## config.mk

```make
export PLATFORM = sky130hd
export DESIGN_NAME = mem_stage_flat
export DESIGN_NICKNAME = d
export VERILOG_FILES = /design/src/rtl/mem_stage_pkg.sv /design/src/rtl/mem_stage_if.sv /design/src/rtl/mem_load_ext.sv /design/src/rtl/mem_stage.sv /design/src/flat_wrapper.sv
export SDC_FILE = /design/constraint.sdc
export NUM_CORES = 1
export LEC_CHECK = 0
export ABC_CLOCK_PERIOD_IN_PS = 7700
export CAP_MARGIN = 20
export CORE_MARGIN = 10
export CORE_UTILIZATION = 45
export CTS_CLUSTER_DIAMETER = 30
export DETAILED_ROUTE_END_ITERATION = 16
export PLACE_DENSITY = 0.75
export SYNTH_ARGS = -nofsm -noshare
export SYNTH_HDL_FRONTEND = slang
export SYNTH_HIERARCHICAL = 1
export SYNTH_SLANG_ARGS = --single-unit
```

## constraint.sdc

```tcl
create_clock -name clk -period 7.7 [get_ports clk]
set_clock_uncertainty 0.15 [all_clocks]
set_input_delay 1.925 -clock clk [delete_from_list [all_inputs] [get_ports clk]]
set_output_delay 1.925 -clock clk [all_outputs]
set_load 0.01 [all_outputs]
```

## src/rtl/mem_stage_pkg.sv

```systemverilog
// Shared widths, memory-op and FSM encodings, and small op-decode helpers for the MEM stage.
package mem_stage_pkg;

    localparam int RegBus     = 32;
    localparam int RegAddrBus = 5;
    localparam int MemOpBus   = 4;

    typedef enum logic [MemOpBus-1:0] {
        OP_NONE = 4'd0,
        OP_LB   = 4'd1,
        OP_LH   = 4'd2,
        OP_LW   = 4'd3,
        OP_LBU  = 4'd4,
        OP_LHU  = 4'd5,
        OP_SB   = 4'd6,
        OP_SH   = 4'd7,
        OP_SW   = 4'd8
    } mem_op_e;

    typedef enum logic [1:0] {
        ST_IDLE   = 2'd0,
        ST_ACCESS = 2'd1,
        ST_WAIT   = 2'd2,
        ST_DONE   = 2'd3
    } mem_state_e;

    // Number of byte transfers an op needs.
    function automatic logic [2:0] op_len(input mem_op_e op);
        case (op)
            OP_LH, OP_LHU, OP_SH: op_len = 3'd2;
            OP_LW, OP_SW:         op_len = 3'd4;
            default:              op_len = 3'd1;
        endcase
    endfunction

    function automatic logic is_store(input mem_op_e op);
        is_store = (op == OP_SB) || (op == OP_SH) || (op == OP_SW);
    endfunction

    function automatic logic is_misaligned(input mem_op_e op, input logic [1:0] a);
        case (op)
            OP_LH, OP_LHU, OP_SH: is_misaligned = a[0];
            OP_LW, OP_SW:         is_misaligned = (a != 2'b00);
            default:              is_misaligned = 1'b0;
        endcase
    endfunction

endpackage

```

## src/rtl/mem_stage_if.sv

```systemverilog
// EX/MEM inputs, byte-RAM port and writeback/stall outputs of the MEM stage.
interface mem_stage_if;
    import mem_stage_pkg::*;

    logic [RegAddrBus-1:0] ex_w_addr;
    logic                  ex_w_req;
    logic [RegBus-1:0]     ex_w_data;
    logic [MemOpBus-1:0]   ex_mem_op;
    logic [RegBus-1:0]     ex_mem_addr;
    logic [RegBus-1:0]     ex_store_data;
    logic                  ram_gnt;
    logic [7:0]            ram_din;
    logic [RegBus-1:0]     ram_a;
    logic                  ram_wr;
    logic [7:0]            ram_dout;
    logic [RegAddrBus-1:0] mem_w_addr;
    logic                  mem_w_req;
    logic [RegBus-1:0]     mem_w_data;
    logic                  stall_req;
    logic                  misalign;

    modport master (
        input  ex_w_addr, ex_w_req, ex_w_data, ex_mem_op, ex_mem_addr, ex_store_data,
        input  ram_gnt, ram_din,
        output ram_a, ram_wr, ram_dout,
        output mem_w_addr, mem_w_req, mem_w_data, stall_req, misalign
    );

    modport slave (
        output ex_w_addr, ex_w_req, ex_w_data, ex_mem_op, ex_mem_addr, ex_store_data,
        output ram_gnt, ram_din,
        input  ram_a, ram_wr, ram_dout,
        input  mem_w_addr, mem_w_req, mem_w_data, stall_req, misalign
    );

endinterface

```

## src/rtl/mem_load_ext.sv

```systemverilog
// Assembles captured bytes (LSB first) into a load result with sign/zero extension.
module mem_load_ext
    import mem_stage_pkg::*;
(
    input  mem_op_e           op,
    input  logic [3:0][7:0]   bytes,
    output logic [RegBus-1:0] data
);

    always_comb begin
        data = '0;
        case (op)
            OP_LB:   data = {{24{bytes[0][7]}}, bytes[0]};
            OP_LBU:  data = {24'd0, bytes[0]};
            OP_LH:   data = {{16{bytes[1][7]}}, bytes[1], bytes[0]};
            OP_LHU:  data = {16'd0, bytes[1], bytes[0]};
            OP_LW:   data = {bytes[3], bytes[2], bytes[1], bytes[0]};
            default: data = '0;
        endcase
    end

endmodule

```

## src/rtl/mem_stage.sv

```systemverilog
// MEM stage: byte-serial load/store over an arbitrated 8-bit RAM port.
// Optional MEM_ALIGN_CHECK_EN rejects misaligned half/word accesses with a misalign pulse.
module mem_stage
    import mem_stage_pkg::*;
(
    input  logic        clk,
    input  logic        rst,
    input  logic        rdy,
    mem_stage_if.master bus
);

    mem_state_e        state_q, state_d;
    logic [2:0]        cnt_q, cnt_d;
    mem_op_e           op_q, op_d;
    logic [RegBus-1:0] addr_q, addr_d;
    logic [3:0][7:0]   sdata_q, sdata_d;
    logic [3:0][7:0]   bytes_q, bytes_d;
    logic              rd_pend_q, rd_pend_d;
    logic [RegBus-1:0] ram_a_q, ram_a_d;
    logic              ram_wr_q, ram_wr_d;
    logic [7:0]        ram_dout_q, ram_dout_d;

    mem_op_e           in_op;
    logic              misal;
    logic [1:0]        cap_idx;
    logic [RegBus-1:0] ext_data;

    assign in_op = mem_op_e'(bus.ex_mem_op);

`ifdef MEM_ALIGN_CHECK_EN
    assign misal         = is_misaligned(in_op, bus.ex_mem_addr[1:0]);
    assign bus.misalign  = rst && (state_q == ST_IDLE) && misal;
`else
    assign misal         = 1'b0;
    assign bus.misalign  = 1'b0;
`endif

    // The byte returning now belongs to the issue before the last cnt increment.
    assign cap_idx = cnt_q[1:0] - 2'd1;

    always_comb begin
        state_d    = state_q;
        cnt_d      = cnt_q;
        op_d       = op_q;
        addr_d     = addr_q;
        sdata_d    = sdata_q;
        bytes_d    = bytes_q;
        rd_pend_d  = 1'b0;
        ram_a_d    = '0;
        ram_wr_d   = 1'b0;
        ram_dout_d = '0;

        if (rd_pend_q) bytes_d[cap_idx] = bus.ram_din;

        case (state_q)
            ST_IDLE: begin
                if (in_op != OP_NONE && !misal) begin
                    op_d    = in_op;
                    addr_d  = bus.ex_mem_addr;
                    sdata_d = bus.ex_store_data;
                    bytes_d = '0;
                    cnt_d   = 3'd0;
                    state_d = ST_ACCESS;
                end
            end
            ST_ACCESS: begin
                if (bus.ram_gnt) begin
                    ram_a_d = addr_q + 32'(cnt_q);
                    if (is_store(op_q)) begin
                        ram_wr_d   = 1'b1;
                        ram_dout_d = sdata_q[cnt_q[1:0]];
                    end else begin
                        rd_pend_d  = 1'b1;
                    end
                    cnt_d = cnt_q + 3'd1;
                    if (cnt_d == op_len(op_q))
                        state_d = is_store(op_q) ? ST_DONE : ST_WAIT;
                end
            end
            ST_WAIT: state_d = ST_DONE;
            default: state_d = ST_IDLE;
        endcase
    end

    always_ff @(posedge clk or negedge rst) begin
        if (!rst) begin
            state_q    <= ST_IDLE;
            cnt_q      <= '0;
            op_q       <= OP_NONE;
            addr_q     <= '0;
            sdata_q    <= '0;
            bytes_q    <= '0;
            rd_pend_q  <= 1'b0;
            ram_a_q    <= '0;
            ram_wr_q   <= 1'b0;
            ram_dout_q <= '0;
        end else if (rdy) begin
            state_q    <= state_d;
            cnt_q      <= cnt_d;
            op_q       <= op_d;
            addr_q     <= addr_d;
            sdata_q    <= sdata_d;
            bytes_q    <= bytes_d;
            rd_pend_q  <= rd_pend_d;
            ram_a_q    <= ram_a_d;
            ram_wr_q   <= ram_wr_d;
            ram_dout_q <= ram_dout_d;
        end
    end

    mem_load_ext u_ext (
        .op    (op_q),
        .bytes (bytes_q),
        .data  (ext_data)
    );

    assign bus.ram_a    = ram_a_q;
    assign bus.ram_wr   = ram_wr_q;
    assign bus.ram_dout = ram_dout_q;

    // Writeback/stall are combinational so an ALU result passes straight through in IDLE.
    always_comb begin
        bus.mem_w_addr = bus.ex_w_addr;
        bus.mem_w_req  = 1'b0;
        bus.mem_w_data = '0;
        bus.stall_req  = 1'b0;
        case (state_q)
            ST_IDLE: begin
                if (in_op == OP_NONE) begin
                    bus.mem_w_req  = bus.ex_w_req;
                    bus.mem_w_data = bus.ex_w_data;
                end else if (!misal) begin
                    bus.stall_req  = 1'b1;
                end
            end
            ST_ACCESS, ST_WAIT: bus.stall_req = 1'b1;
            default: begin
                if (!is_store(op_q)) begin
                    bus.mem_w_req  = bus.ex_w_req;
                    bus.mem_w_data = ext_data;
                end
            end
        endcase
    end

endmodule

```

## src/flat_wrapper.sv

```systemverilog
// flat-port wrapper written by rule: the top's interface ports become plain ports
module mem_stage_flat import mem_stage_pkg::*;
  (clk, rst, rdy, bus_ex_w_addr, bus_ex_w_req, bus_ex_w_data, bus_ex_mem_op, bus_ex_mem_addr, bus_ex_store_data, bus_ram_gnt, bus_ram_din, bus_ram_a, bus_ram_wr, bus_ram_dout, bus_mem_w_addr, bus_mem_w_req, bus_mem_w_data, bus_stall_req, bus_misalign);
  mem_stage_if bus_i ();
  input  logic clk;
  input  logic rst;
  input  logic rdy;
  input wire logic [$bits(bus_i.ex_w_addr)-1:0] bus_ex_w_addr;
  input wire logic [$bits(bus_i.ex_w_req)-1:0] bus_ex_w_req;
  input wire logic [$bits(bus_i.ex_w_data)-1:0] bus_ex_w_data;
  input wire logic [$bits(bus_i.ex_mem_op)-1:0] bus_ex_mem_op;
  input wire logic [$bits(bus_i.ex_mem_addr)-1:0] bus_ex_mem_addr;
  input wire logic [$bits(bus_i.ex_store_data)-1:0] bus_ex_store_data;
  input wire logic [$bits(bus_i.ram_gnt)-1:0] bus_ram_gnt;
  input wire logic [$bits(bus_i.ram_din)-1:0] bus_ram_din;
  output wire logic [$bits(bus_i.ram_a)-1:0] bus_ram_a;
  output wire logic [$bits(bus_i.ram_wr)-1:0] bus_ram_wr;
  output wire logic [$bits(bus_i.ram_dout)-1:0] bus_ram_dout;
  output wire logic [$bits(bus_i.mem_w_addr)-1:0] bus_mem_w_addr;
  output wire logic [$bits(bus_i.mem_w_req)-1:0] bus_mem_w_req;
  output wire logic [$bits(bus_i.mem_w_data)-1:0] bus_mem_w_data;
  output wire logic [$bits(bus_i.stall_req)-1:0] bus_stall_req;
  output wire logic [$bits(bus_i.misalign)-1:0] bus_misalign;
  assign bus_i.ex_w_addr = bus_ex_w_addr;
  assign bus_i.ex_w_req = bus_ex_w_req;
  assign bus_i.ex_w_data = bus_ex_w_data;
  assign bus_i.ex_mem_op = bus_ex_mem_op;
  assign bus_i.ex_mem_addr = bus_ex_mem_addr;
  assign bus_i.ex_store_data = bus_ex_store_data;
  assign bus_i.ram_gnt = bus_ram_gnt;
  assign bus_i.ram_din = bus_ram_din;
  assign bus_ram_a = bus_i.ram_a;
  assign bus_ram_wr = bus_i.ram_wr;
  assign bus_ram_dout = bus_i.ram_dout;
  assign bus_mem_w_addr = bus_i.mem_w_addr;
  assign bus_mem_w_req = bus_i.mem_w_req;
  assign bus_mem_w_data = bus_i.mem_w_data;
  assign bus_stall_req = bus_i.stall_req;
  assign bus_misalign = bus_i.misalign;
  mem_stage u_core (.clk(clk), .rst(rst), .rdy(rdy), .bus(bus_i));
endmodule
```

==> impl_metrics.tcl, run 1 <==
set metrics [dict create \
    avgSynthCellArea_sq_um 12.0 \
    seq_area_frac_synth_pct 49.3 \
    critPathKind "input pin to output pin" \
    wl_per_cell_um 20.6 \
    hold_buffers 0 \
    grt_util_all_layers_pct 19.1 \
    worstHoldPathType "flip-flop to flip-flop" \
    seq_power_share_pct 40.9 \
    finalNetCount 922 \
    grt_pass1_wl_um 33400 \
    rows 47 \
    synth_compound_area_share_pct 14.0 \
    layout_min_cycle_time_ns 6.27 \
    setup_viol_count_final 0 \
    place.port_buffers 187 \
    cap_viol_max_count 0 \
    syn-instance-count 624 \
    start_util_pct 45.5 \
    fmax_mhz 159 \
    synth_top_family_by_area "multiplexers" \
    yosysWarningCount 6 \
    cts_tree "done" \
    drc 0 \
    p_clk_share_pct 27.9 \
    cts_buffers 17 \
    routed_wl_um 21100 \
    tightest_slew_ns 0.906 \
    critPathRequiredTime_ns 5.62 \
    ys_seq_elements 147 \
    diodes 0 \
    cts.sinks 147 \
    rsz0062_at_grt "no" \
    synthXorXnorAreaFrac_pct 3.40 \
    grt_max_degree 96 \
    status "complete, no violations" \
    viasPerCell 5.60 \
    sw_frac_of_total_pct 33.1 \
    top_level_ports 199 \
    p_leak_nw 4.66 \
    synthAdderAreaFrac_pct 2.28 \
    clk_path_buf_depth 2 \
    core_area_sq_mm 0.0164 \
    cp.arrival_ns 4.20 \
    syn2layout_area_growth_pct 35.0 \
    die_w_um 149 \
    vias 5732 \
    die-height_um 149 \
    finalCritPeriodShare_pct 81.4 \
    first_iter_violations 370 \
    gp_congestion 0.837 \
    combPwrFrac_pct 31.2 \
    critPathLaunchType "input pin" \
    overflow 0 \
    ant_nets 0 \
    synthMuxAreaShare_pct 17.1 \
    ir_worst_vdd_mv 0.192 \
    slew_viol_final 0 \
    insertion_delay_ns 0.42 \
    final_layout_size_suffix_gt1_share_pct 7.85 \
    pre_cts_slack_ns 1.45 \
    drt-pass1-iter-count 6 \
    dp_hpwl_um 15200 \
    synth-simple-area-share_pct 10.1 \
    grt_antenna_before_repair 1 \
    cts.clk_slew.worst_paths_ns 0.06 \
    die_area_sq_mm 0.0221 \
    p_int_mw 2.13 \
    switching_power_mw 1.05 \
    path_max_fanout 33 \
    grt_pass1_vias 6149 \
    cts_resized 0 \
    syn_area_sq_mm 0.00746 \
    hold_viol_final 0 \
    worst_slack_ns 1.43 \
    max_slew_margin_pct 39.6 \
    endpoint_kind "output pin" \
    tns_ns 0 \
    powerDensity_mw_per_mm2 316 \
    cts_setup_buffers 0 \
    htreeDepth 4 \
    cts_root_buffer "clkbuf_16" \
    syn-num-nets 755 \
    synthDistinctLibCells 55 \
]
[sequential cells by signal, summed over array words and instances, names as in the netlist]
name / count
u_core/rd_pend_q: 1
u_core/bus.ram_wr: 1
u_core/op_q: 4
u_core/bus.ram_a: 32
u_core/bytes_q: 32
u_core/sdata_q: 32
u_core/state_q: 2
u_core/bus.ram_dout: 8
u_core/addr_q: 32
u_core/cnt_q: 3
[logic make-up after synthesis]
logic type,after synthesis
other,1
multiplexers,109
AO/OA/AOI/OAI,125
XOR/XNOR,29
adder cells (fa/ha/maj),13
buffers and inverters,58
flip-flops,147
AND/OR/NAND/NOR,142
[synthesized netlist by cell type, drive strengths merged]
library cell  instances  share of area (%)
a2111oi               2               0.40
a211oi                3               0.37
a21boi                1               0.25
a21o                 27                2.8
a21oi                 7               0.52
a22o                 62                7.3
a32o                  8                1.1
and2                 11               0.92
and3                  6               0.50
and4                  4               0.47
and4b                 1               0.13
buf                  22                2.0
clkbuf               24                1.2
conb                  1              0.050
dfrtp               147                 49
fa                    1               0.27
ha                   12                2.0
inv                  12               0.60
mux2                 68                 10
mux2i                33                4.4
mux4                  8                2.4
nand2                20                1.0
nand2b                2               0.17
nand3                17                1.1
nand3b                4               0.45
nand4                 8               0.67
nor2                 41                2.1
nor3                  6               0.40
nor3b                 1               0.10
nor4                 14                1.2
nor4b                 1               0.12
o211ai                1               0.10
o21a                  1               0.10
o21ai                 8               0.54
o221a                 1               0.15
o2bb2ai               2               0.23
o311ai                1               0.12
o31ai                 1               0.10
or2b                  1               0.10
or3b                  2               0.23
or4                   1               0.10
or4b                  2               0.27
xnor2                10                1.2
xor2                 19                2.2
[routing by layer]
metal	track usage, %	share of wire (%)	routed length (um)	up-vias
li1	-	-	-	2632
met1	23.0	40	8500	2870
met2	32.2	51	10800	212
met3	6.16	7.6	1600	16
met4	5.00	0.95	200	2
met5	0	0.062	13	-
[stage by stage]
stage          hold slack (ns)  util (%)  area [sq um]  instances  power, mW
6_report                 0.334      61.4         10100       1023       3.18
5_1_grt                  0.354      61.4         10100       1023       3.36
4_1_cts                  0.336      61.3         10100       1022       3.19
3_5_place_dp             0.322      57.4          9430        991       2.29
3_3_place_gp             0.312      57.4          9420        990       2.22
2_1_floorplan            0.302         -          7460        624       1.90
[final cells by class]
class / instances / area, sq um
clock buffers: 22 / 484
clock inverters: 9 / 151
fillers: 1250 / 6330
inverters: 12 / 45.0
multi-input cells: 419 / 3510
flip-flops and latches: 147 / 3680
well taps: 220 / 275
repair buffers: 194 / 1930
[power by group through the flow]
| stage | Sequential, mW | Clock, mW | Combinational [mW] |
|---|---|---|---|
| 6_report | 1.30 | 0.887 | 0.991 |
| 5_1_grt | 1.34 | 0.940 | 1.08 |
| 4_1_cts | 1.30 | 0.901 | 0.991 |
| 3_5_place_dp | 1.31 | 0 | 0.981 |
| 3_3_place_gp | 1.28 | 0 | 0.937 |
| 2_1_floorplan | 1.23 | 0 | 0.677 |
[worst max-delay path, cell delays in order]
cell and delay, ns:
clkdlybuf4s50_1 0.45, nor4_1 0.49, and3_1 0.22, buf_4 0.32, a22o_1 0.21, clkdlybuf4s50_1 0.55
[layout by cell type, fill, tap and decap left out, types with 4 or more instances in the layout]
| master | netlist | final |
|---|---|---|
| a21o_2 | 4 | 4 |
| ha_1 | 12 | 12 |
| nor4_1 | 14 | 14 |
| buf_4 | 6 | 6 |
| nand2_1 | 20 | 20 |
| xor2_1 | 19 | 19 |
| nand3_1 | 17 | 17 |
| nor3_1 | 6 | 6 |
| and3_1 | 6 | 5 |
| o21ai_1 | 8 | 8 |
| a22o_1 | 62 | 62 |
| a21oi_1 | 6 | 6 |
| bufinv_16 | 0 | 4 |
| nand4_1 | 8 | 8 |
| inv_1 | 10 | 10 |
| clkbuf_8 | 0 | 4 |
| nor2_1 | 40 | 39 |
| mux2i_1 | 33 | 33 |
| and4_1 | 4 | 4 |
| clkdlybuf4s50_1 | 0 | 186 |
| mux2_1 | 67 | 67 |
| and2_1 | 11 | 11 |
| xnor2_1 | 10 | 10 |
| a32o_1 | 8 | 8 |
| mux4_2 | 8 | 8 |
| clkbuf_16 | 0 | 17 |
| a21o_1 | 23 | 23 |
| dfrtp_1 | 147 | 147 |
[path summary, 6_finish.rpt]
kind,depth (start not counted),startpoint,end,slack (ns)
worst max register to register,7,u_core/cnt_q[0],u_core/bus.ram_a[18],4.42
worst min-delay path,1,u_core/sdata_q[29],u_core/sdata_q[29],0.33
worst max-delay path,6,bus_ex_mem_op[1],bus_mem_w_data[14],1.43
worst min register to register,1,u_core/sdata_q[29],u_core/sdata_q[29],0.33
min in group asynchronous,1,rst,u_core/sdata_q[23],1.45
max in group asynchronous,2,rst,u_core/bus.ram_a[7],4.73
(Power assumes the default switching activity.)
==> inputs of run 2 (changes only) <==
--- a/config.mk
+++ b/config.mk
@@ -5,7 +5,7 @@
 export SDC_FILE = /design/constraint.sdc
 export NUM_CORES = 1
 export LEC_CHECK = 0
-export ABC_CLOCK_PERIOD_IN_PS = 7700
+export ABC_CLOCK_PERIOD_IN_PS = 5820
 export CAP_MARGIN = 20
 export CORE_MARGIN = 10
 export CORE_UTILIZATION = 45
==> constraint.sdc (replaced) <==
create_clock -name clk -period 5.82 [get_ports clk]
set_clock_uncertainty 0.15 [all_clocks]
set_input_delay 1.455 -clock clk [delete_from_list [all_inputs] [get_ports clk]]
set_output_delay 1.455 -clock clk [all_outputs]
set_load 0.01 [all_outputs]
==> run 2 against run 1 <==
Net effect: via count fell by 0.96%; register-to-register slack got worse by 1.6 ns; non-clock buffer count up 2; largest power group unchanged; total power is 31% higher; largest cell class unchanged; critical path depth is the same; hold slack gained 0.00050 ns; core utilization increased by 0.31 points; critical path type unchanged; sequential cell count is the same.
==> impl_metrics.tcl, run 2 (synthesis results as in run 1) <==
set metrics [dict create \
    grt_util_all_layers_pct 18.9 \
    hold_buffers 0 \
    worstHoldPathType "flip-flop to flip-flop" \
    p_clk_share_pct 27.3 \
    cts_buffers 17 \
    power_mw 4.18 \
    hold_viol_final 0 \
    cts_resized 0 \
    fin_util_pct 61.7 \
    core_area_sq_mm 0.0164 \
    critPathKind "input pin to output pin" \
    first_iter_violations 277 \
    cp.arrival_ns 3.69 \
    final_layout_size_suffix_gt1_share_pct 8.19 \
    die_w_um 149 \
    worst_slack_ns 0.522 \
    sw_frac_of_total_pct 33.6 \
    wl_per_cell_um 20.4 \
    fillCellCount 1260 \
    place.port_buffers 187 \
    cts_tree "done" \
    overflow 0 \
    slew_viol_final 0 \
    critPathRequiredTime_ns 4.22 \
    die_area_sq_mm 0.0221 \
    p_leak_nw 4.68 \
    drc 0 \
    viasPerCell 5.53 \
    powerDensity_mw_per_mm2 413 \
    routed_wl_um 20900 \
    grt_pass1_vias 6098 \
    final_common_cell "clkdlybuf4s50_1" \
    dpl_cell_area_sq_mm 0.00945 \
    tns_ns 0 \
    layout_common_cells "clkdlybuf4s50_1, dfrtp_1, mux2_1, a22o_1, nor2_1" \
    grt_antenna_before_repair 1 \
    start_util_pct 45.5 \
    critPathLaunchType "input pin" \
    grt_pass1_wl_um 33400 \
    vias 5677 \
    rsz0062_at_grt "no" \
    placedCellCount 992 \
    p_int_mw 2.77 \
    combPwrFrac_pct 32.2 \
    status "complete, no violations" \
    diodes 0 \
    finalCritPeriodShare_pct 91.0 \
    die-height_um 149 \
    insertion_delay_ns 0.41 \
    tightest_slew_ns 0.823 \
    path_max_fanout 33 \
    cts.sinks 147 \
    seq_power_share_pct 40.5 \
    cts.clk_slew.worst_paths_ns 0.06 \
    cts_setup_buffers 0 \
    setup_viol_count_final 0 \
    rows 47 \
    dp_hpwl_um 15100 \
    drt-pass1-iter-count 7 \
    grt_max_degree 119 \
    holdWs_ns 0.335 \
    fmax_mhz 189 \
    gp_congestion 0.831 \
    syn2layout_area_growth_pct 35.7 \
    switching_power_mw 1.41 \
    max_slew_margin_pct 45.1 \
    ant_nets 0 \
    ir_worst_vdd_mv 0.252 \
    finalInstanceArea_sq_mm 0.0101 \
    clk_path_buf_depth 2 \
    htreeDepth 4 \
    finalNetCount 924 \
    endpoint_kind "output pin" \
    pre_cts_slack_ns 0.540 \
    fin_cells 1026 \
    top_level_ports 199 \
    cts_root_buffer "clkbuf_16" \
    cap_viol_max_count 0 \
    layout_min_cycle_time_ns 5.30 \
]
-- run 2: per-layer routing --
layer / vias up / wire (um) / global-route usage (%)
met5: - / 18 / 0
met4: 2 / 202 / 4.86
met3: 25 / 1580 / 6.52
met2: 198 / 10500 / 31.9
met1: 2823 / 8620 / 22.7
li1: 2629 / - / -
-- run 2: path summary, 6_finish.rpt --
path                              startpoint            endpoint  slack, ns  depth (start not counted)
max                         bus_ex_mem_op[1]  bus_mem_w_data[20]       0.52                          6
min                        u_core/sdata_q[4]   u_core/sdata_q[4]       0.33                          1
max reg2reg                  u_core/cnt_q[1]   u_core/state_q[0]       2.80                          6
min reg2reg                u_core/sdata_q[4]   u_core/sdata_q[4]       0.33                          1
max in group asynchronous                rst  u_core/sdata_q[16]       3.62                          3
min in group asynchronous                rst    u_core/addr_q[3]       0.72                          1
-- run 2: layout make-up --
class	instances	area, sq um	share of cell area (%)
clock inverter	11	150	1.48
clock buffer	21	470	4.65
tap	220	275	2.72
inverter	12	45.0	0.445
timing repair buffer	196	1990	19.7
sequential	147	3680	36.3
multi-input combinational	419	3510	34.7
-- run 2: worst max-delay path: stages --
cell and delay [ns]:
clkdlybuf4s50_1 0.44, nor4_1 0.46, and3_1 0.23, buf_4 0.33
a22o_1 0.21, clkdlybuf4s50_1 0.56
-- run 2: power groups by stage --
stage               Clock (mW)  Combinational (mW)  Sequential, mW
detailed placement           0                1.34            1.70
finish                    1.14                1.35            1.69
global route              1.21                1.48            1.74
floorplan                    0               0.896            1.62
global placement             0                1.28            1.67
CTS                       1.16                1.35            1.69
==> inputs of run 3 (changes only) <==
--- a/config.mk
+++ b/config.mk
@@ -11,6 +11,7 @@
 export CORE_UTILIZATION = 45
 export CTS_CLUSTER_DIAMETER = 30
 export DETAILED_ROUTE_END_ITERATION = 16
+export HOLD_SLACK_MARGIN = 0.1
 export PLACE_DENSITY = 0.75
 export SYNTH_ARGS = -nofsm -noshare
 export SYNTH_HDL_FRONTEND = slang
==> results of run 3 <==
Same layout as run 2: the final DEF is identical, and so are final timing and power.
